**src/rtl/round_referee.sv**
```systemverilog
// round_referee -- round-control stage for the rock/scissor/paper game.
//
// Conditions the raw start key (synchronizer + debounce). On each debounced
// press it latches the user and computer choices, judges the round, updates
// the two-digit BCD scores and outcome flags, and requests a redraw from the
// screen stage. The redraw request is held until the screen stage reports
// that the frame write is complete.
//
// Optional feature macro: MATCH_LIMIT_EN
//   When defined, adds parameter WIN_TARGET and output match_over. match_over
//   is a sticky flag that is set when a winner's score reaches WIN_TARGET.
//   While it is set, new presses are ignored.
//
// Ports:
//   CLOCK_50     in   system clock, 50 MHz
//   reset_n      in   asynchronous active-low reset
//   start_n      in   raw start key, active low, asynchronous to CLOCK_50
//   user_choice  in   [1:0] 00 rock, 01 scissor, 10 paper, 11 invalid
//   com_choice   in   [1:0] computer choice, same encoding
//   draw_done    in   one-cycle pulse when the frame write completes
//   draw_req     out  redraw request, held high until draw_done
//   draw_user    out  [1:0] latched user choice
//   draw_com     out  [1:0] latched computer choice
//   user_score   out  [7:0] BCD score, [7:4] tens and [3:0] units
//   com_score    out  [7:0] BCD score, same layout
//   uwin/cwin/equ out outcome of the last valid round (one-hot or all zero)
//   round_valid  out  one-cycle pulse when a valid round is judged
//   combo        out  [3:0] {draw_com, draw_user}
//   bad_choice   out  sticky flag: the last press had an invalid choice
//   match_over   out  (MATCH_LIMIT_EN only) sticky flag: match finished

module round_referee #(
    parameter int DEBOUNCE_CYCLES = 250000
`ifdef MATCH_LIMIT_EN
    ,
    parameter logic [7:0] WIN_TARGET = 8'h05
`endif
) (
    input  logic       CLOCK_50,
    input  logic       reset_n,
    input  logic       start_n,
    input  logic [1:0] user_choice,
    input  logic [1:0] com_choice,
    input  logic       draw_done,
    output logic       draw_req,
    output logic [1:0] draw_user,
    output logic [1:0] draw_com,
    output logic [7:0] user_score,
    output logic [7:0] com_score,
    output logic       uwin,
    output logic       cwin,
    output logic       equ,
    output logic       round_valid,
    output logic [3:0] combo,
    output logic       bad_choice
`ifdef MATCH_LIMIT_EN
    ,
    output logic       match_over
`endif
);

    localparam int CNT_W = $clog2(DEBOUNCE_CYCLES + 1);
    localparam logic [CNT_W-1:0] CNT_LAST = CNT_W'(DEBOUNCE_CYCLES - 1);

    localparam logic [1:0] ROCK    = 2'b00;
    localparam logic [1:0] SCISSOR = 2'b01;
    localparam logic [1:0] PAPER   = 2'b10;
    localparam logic [1:0] INVALID = 2'b11;

    typedef enum logic [2:0] {
        S_IDLE,
        S_LATCH,
        S_JUDGE,
        S_DRAW,
        S_HOLD
    } state_t;

    // ------------------------------------------------------------------
    // Start key conditioning
    // ------------------------------------------------------------------
    logic [1:0]       sync_ff;
    logic             start_sync;
    logic             deb_level;
    logic [CNT_W-1:0] deb_cnt;
    logic             deb_flip;
    logic             press_evt;
    logic             release_evt;

    assign start_sync = sync_ff[1];

    // The debounced level flips on the edge that completes the run of
    // differing samples, so the press/release events are combinational
    // and line up with that same edge.
    assign deb_flip    = (start_sync != deb_level) && (deb_cnt == CNT_LAST);
    assign press_evt   = deb_flip && !start_sync;
    assign release_evt = deb_flip && start_sync;

    // NOTE: sequential state is always assigned with <= so every flop samples
    // the pre-edge values; a blocking = here would chain the two sync stages
    // into one and silently defeat the synchronizer.
    always_ff @(posedge CLOCK_50 or negedge reset_n) begin
        if (!reset_n) begin
            sync_ff   <= 2'b11;
            deb_level <= 1'b1;
            deb_cnt   <= '0;
        end else begin
            sync_ff <= {sync_ff[0], start_n};
            if (start_sync == deb_level) begin
                deb_cnt <= '0;
            end else if (deb_flip) begin
                deb_cnt   <= '0;
                deb_level <= start_sync;
            end else begin
                deb_cnt <= deb_cnt + CNT_W'(1);
            end
        end
    end

    // ------------------------------------------------------------------
    // Judging helpers
    // ------------------------------------------------------------------
    function automatic logic [7:0] bcd_inc(input logic [7:0] v);
        logic [7:0] r;
        if (v == 8'h99) begin
            r = 8'h99;
        end else if (v[3:0] == 4'd9) begin
            r = {v[7:4] + 4'd1, 4'd0};
        end else begin
            r = {v[7:4], v[3:0] + 4'd1};
        end
        return r;
    endfunction

    logic       user_beats;
    logic       com_beats;
    logic       tie;
    logic       choice_bad;
    logic [7:0] user_next;
    logic [7:0] com_next;

    assign user_beats = (draw_user == ROCK    && draw_com == SCISSOR) ||
                        (draw_user == SCISSOR && draw_com == PAPER)   ||
                        (draw_user == PAPER   && draw_com == ROCK);
    assign com_beats  = (draw_com == ROCK    && draw_user == SCISSOR) ||
                        (draw_com == SCISSOR && draw_user == PAPER)   ||
                        (draw_com == PAPER   && draw_user == ROCK);
    assign tie        = (draw_user == draw_com);
    assign choice_bad = (draw_user == INVALID) || (draw_com == INVALID);
    assign user_next  = bcd_inc(user_score);
    assign com_next   = bcd_inc(com_score);

    assign combo = {draw_com, draw_user};

    // ------------------------------------------------------------------
    // Round state machine
    // ------------------------------------------------------------------
    state_t state;
    logic   rel_seen;   // release arrived before HOLD was reached
    logic   press_ok;

`ifdef MATCH_LIMIT_EN
    assign press_ok = press_evt && !match_over;
`else
    assign press_ok = press_evt;
`endif

    always_ff @(posedge CLOCK_50 or negedge reset_n) begin
        if (!reset_n) begin
            state       <= S_IDLE;
            rel_seen    <= 1'b0;
            draw_req    <= 1'b0;
            draw_user   <= 2'b00;
            draw_com    <= 2'b00;
            user_score  <= 8'h00;
            com_score   <= 8'h00;
            uwin        <= 1'b0;
            cwin        <= 1'b0;
            equ         <= 1'b0;
            round_valid <= 1'b0;
            bad_choice  <= 1'b0;
`ifdef MATCH_LIMIT_EN
            match_over  <= 1'b0;
`endif
        end else begin
            round_valid <= 1'b0;
            unique case (state)
                S_IDLE: begin
                    if (press_ok) begin
                        state <= S_LATCH;
                    end
                end
                S_LATCH: begin
                    draw_user <= user_choice;
                    draw_com  <= com_choice;
                    if (release_evt) rel_seen <= 1'b1;
                    state <= S_JUDGE;
                end
                S_JUDGE: begin
                    if (release_evt) rel_seen <= 1'b1;
                    if (choice_bad) begin
                        bad_choice <= 1'b1;
                        state      <= S_HOLD;
                    end else begin
                        bad_choice  <= 1'b0;
                        round_valid <= 1'b1;
                        uwin        <= user_beats;
                        cwin        <= com_beats;
                        equ         <= tie;
                        if (user_beats) user_score <= user_next;
                        if (com_beats)  com_score  <= com_next;
`ifdef MATCH_LIMIT_EN
                        if ((user_beats && user_next == WIN_TARGET) ||
                            (com_beats  && com_next  == WIN_TARGET)) begin
                            match_over <= 1'b1;
                        end
`endif
                        state <= S_DRAW;
                    end
                end
                S_DRAW: begin
                    if (release_evt) rel_seen <= 1'b1;
                    if (draw_done) begin
                        draw_req <= 1'b0;
                        state    <= S_HOLD;
                    end else begin
                        draw_req <= 1'b1;
                    end
                end
                S_HOLD: begin
                    if (rel_seen || release_evt) begin
                        rel_seen <= 1'b0;
                        state    <= S_IDLE;
                    end
                end
                default: state <= S_IDLE;
            endcase
        end
    end

endmodule

```
**config.mk**
```make
export PLATFORM = sky130hd
export DESIGN_NAME = round_referee
export DESIGN_NICKNAME = d
export VERILOG_FILES = /design/src/rtl/round_referee.sv
export SDC_FILE = /design/constraint.sdc
export NUM_CORES = 1
export LEC_CHECK = 0
export CAP_MARGIN = 20
export CORE_UTILIZATION = 43
export DETAILED_ROUTE_END_ITERATION = 10
export PLACE_DENSITY = 0.65
export SKIP_CTS_REPAIR_TIMING = 1
export SLEW_MARGIN = 20
export SYNTH_ARGS = -nofsm -noshare
export SYNTH_HDL_FRONTEND = slang
export SYNTH_SLANG_ARGS = --single-unit
```
**constraint.sdc**
```tcl
create_clock -name CLOCK_50 -period 2.2 [get_ports CLOCK_50]
set_input_delay 0.22 -clock CLOCK_50 [delete_from_list [all_inputs] [get_ports CLOCK_50]]
set_output_delay 0.22 -clock CLOCK_50 [all_outputs]
set_load 0.05 [all_outputs]
```
==> summary.md <==
| Metric | Value |
|---|---|
| Sequential-to-total area share from yosys stat | 0.478 |
| Total gr overflow | 0 |
| Port Buffers | 37 |
| Final hold violations | 28 |
| DRT antenna net count | 0 |
| Critical path type | register to output pin |
| Mapped Area | 0.00268 mm^2 |
| Clock Sinks | 51 |
| Worst EP required | 1.98 ns |
| Synth cell types | 54 |
| Dpl ws | between 0.3 and 0.4 ns |
| Min setup slack post-route | around 0.12 ns |
| RSZ-0062 raised after global routing | false |
| Ys flop type | dfrtp_1 |
| Flops & latches, synth | 51 |
| TritonCTS clock tree | done |
| Maximum vdd drop | 0.000454 V |
| Critical Path Fanout Max | 12 |
| H-Tree Depth | 2 |
| Full die area | 0.00655 mm^2 |
| Final Wtd Congestion | approximately 0.76 |
| CP Cell Sequence | clkdlybuf4s50_1 |
| Synth async-reset ratio | 1.00 |
| Max cap viols | 0 |
| Crit-path slowest cell | clkdlybuf4s50_1 |
| Syn_area_per_cell | between 10 and 15 um^2 |
| Total wire length | ~4800 um |
| Top cells by area, synth | dfrtp_1, nor2_1, xnor2_1 |
| Hold_ws | -0.0215 ns |
| Slew HR | 0.495 |
| Nets | 305 |
| Vias in the first global route | 1746 |
| Final worst-path cycle share | 0.945 |
| Data arrival, critical path | 1.86 ns |
| Worst slew pin tran | 0.757 ns |
| F_max | 481 MHz |
| Delay-heaviest family, CP | buffers and inverters |
| Setup violators final | 0 |
| Die W | 80.9 um |
| DR iter-0 viols | 63 |
| Top-area cell type share of the netlist area | 0.448 |
| N_diodes | 0 |
| Worst Skew | about 0.017 ns |
| Syn_nets | about 270 |
| Status | complete, but fails checks |
| Leak | roughly 0.0014 uW |
| Starting Density | 0.450 |
| Clk root buf | clkbuf_8 |
| Commonest non-fill, non-tap cell in the layout | dfrtp_1 |
| Pre-antenna DRT Iters | 4 |
| DRC viols | 0 |
| Inserted Clock Buffers | 5 |
| Clk buf depth | 2 |
| Die Y | 80.9 um |
| Buf+Inv Stages, Crit Path | 1 |
| Hold WC Path Type | input port to async pin |
| Via/cell ratio | about 5.3 |
| I/O Pins | 38 |
| Synthesized instance count | around 260 |
| CP endpoint kind | output pin |
| DR WL/cell | 13.1 um |
| Failing checks | negative hold slack |
| DPL Wire Length | ~3400 um |
| Clk slew on worst S/H paths | 0.10 ns |
| First-pass GRT wire length | roughly 8000 um |
| Synth area leader | dfrtp_1 |
| Layout area overhead | 19.2% |
| Post-synth EDFFs | 0 |
| Num rows | 28 |
| CORE AREA | 0.00596 mm^2 |
| Setup TNS | 0 ns |
| Yosys warnings | 0 |
| Critical Path Start Type | register |
| Total power draw | 1640 uW |
| Initial antenna violation count | 0 |
| GRT Overall Usage | 0.164 |
| Largest net degree at the start of global routing | 36 |
| Commonest non-fill, non-tap cells in the layout | dfrtp_1, clkdlybuf4s50_1, nor2_1 |
| Fin crit period | 2.08 ns |
| Max incr delay on CP | approximately 0.90 ns |
| Layout cells sized above 1 | 0.116 |
| PD cells | 512 mW/mm^2 |
| Max Transition Viols Final | 0 |
| Total number of vias | between 1500 and 2000 |
| Worst-Skew Late Latency | around 0.31 ns |
Yosys cell counts, types with 3 or more instances:
cell type  instances
clkbuf_1           4
dfrtp_1           48
buf_2              4
mux2_2             6
mux2i_1            5
nand2_1           16
nor4_1             6
mux2_1             3
nand4_1           10
dfstp_2            3
or3_1              4
xor2_1             9
xnor2_1           10
and3_1             4
buf_4              6
nor3b_1            3
nand3_1           12
a21oi_1            8
nor3_1             5
inv_1             14
ha_1               5
nor2_1            29
o21ai_0            6
routing by layer:
layer  up-vias  GRT usage  wire [um]
met5         -          0          0
met4         0     0.0768         78
met3         7     0.0337        160
met2        32      0.253       2330
met1       942      0.220       2260
li1        971          -          -
logic make-up (layout without fill, tap and decap cells):
| group | Yosys count | after routing | synth area share |
|---|---|---|---|
| flip-flops | 51 | 51 | 0.478 |
| multiplexers | 14 | 14 | 0.0565 |
| buffers and inverters | 28 | 63 | 0.0495 |
| XOR/XNOR | 19 | 19 | 0.0621 |
| AND/OR/NAND/NOR | 109 | 109 | 0.235 |
| AO/OA/AOI/OAI | 32 | 32 | 0.0957 |
| adder cells (fa/ha/maj) | 5 | 5 | 0.0233 |
report_power, final:
part / switching (uW) / internal (uW)
logic: 30.1 / 18.4
clock network: 298 / 341
registers: 6.08 / 944
total: 334 / 1300
worst reg2reg max path: stages, from the launching register on:
cell and delay [ns]:
dfrtp_1 0.63, and4bb_2 0.32, o311ai_4 0.37, nor2b_1 0.14
mux2_1 0.32
registers in the layout, indices dropped and copies added (netlist names), 2 cells and up:
signal and flops:
com_score 8, deb_cnt 18, draw_com 2, draw_user 2
state 3, sync_ff 2, user_score 8
stage by stage:
stage | utilization | std cells | cell area, um^2 | hold slack, ns
floorplan | - | 258 | 2680 | -0.0756
global placement | 0.519 | 360 | 3090 | 0.341
global route | 0.537 | 368 | 3200 | 0.0301
detailed placement | 0.519 | 360 | 3090 | 0.345
CTS | 0.537 | 368 | 3200 | 0.00422
finish | 0.537 | 368 | 3200 | -0.0215
worst paths after layout:
path | startpoint | endpoint | slack (ns) | depth (start not counted)
setup / recovery | draw_user[0] | draw_user[0] | 0.12 | 1
hold / removal | reset_n | user_score[7] | -0.02 | 1
setup reg to reg | draw_com[0] | user_score[5] | 0.30 | 4
hold reg to reg | sync_ff[0] | sync_ff[1] | 0.36 | 0
max in group asynchronous | reset_n | deb_cnt[9] | 1.57 | 2
min in group CLOCK_50 | start_n | sync_ff[0] | 0.32 | 1
cell type report:
cell class / instances / area (um^2)
Clock buffer: 7 / 76.3
Clock inverter: 1 / 30.0
Fill cell: 568 / 2760
Inverter: 14 / 52.6
Multi-Input combinational cell: 179 / 1270
Sequential cell: 51 / 1280
Tap cell: 75 / 93.8
Timing Repair Buffer: 41 / 395
(Power assumes the default switching activity.)
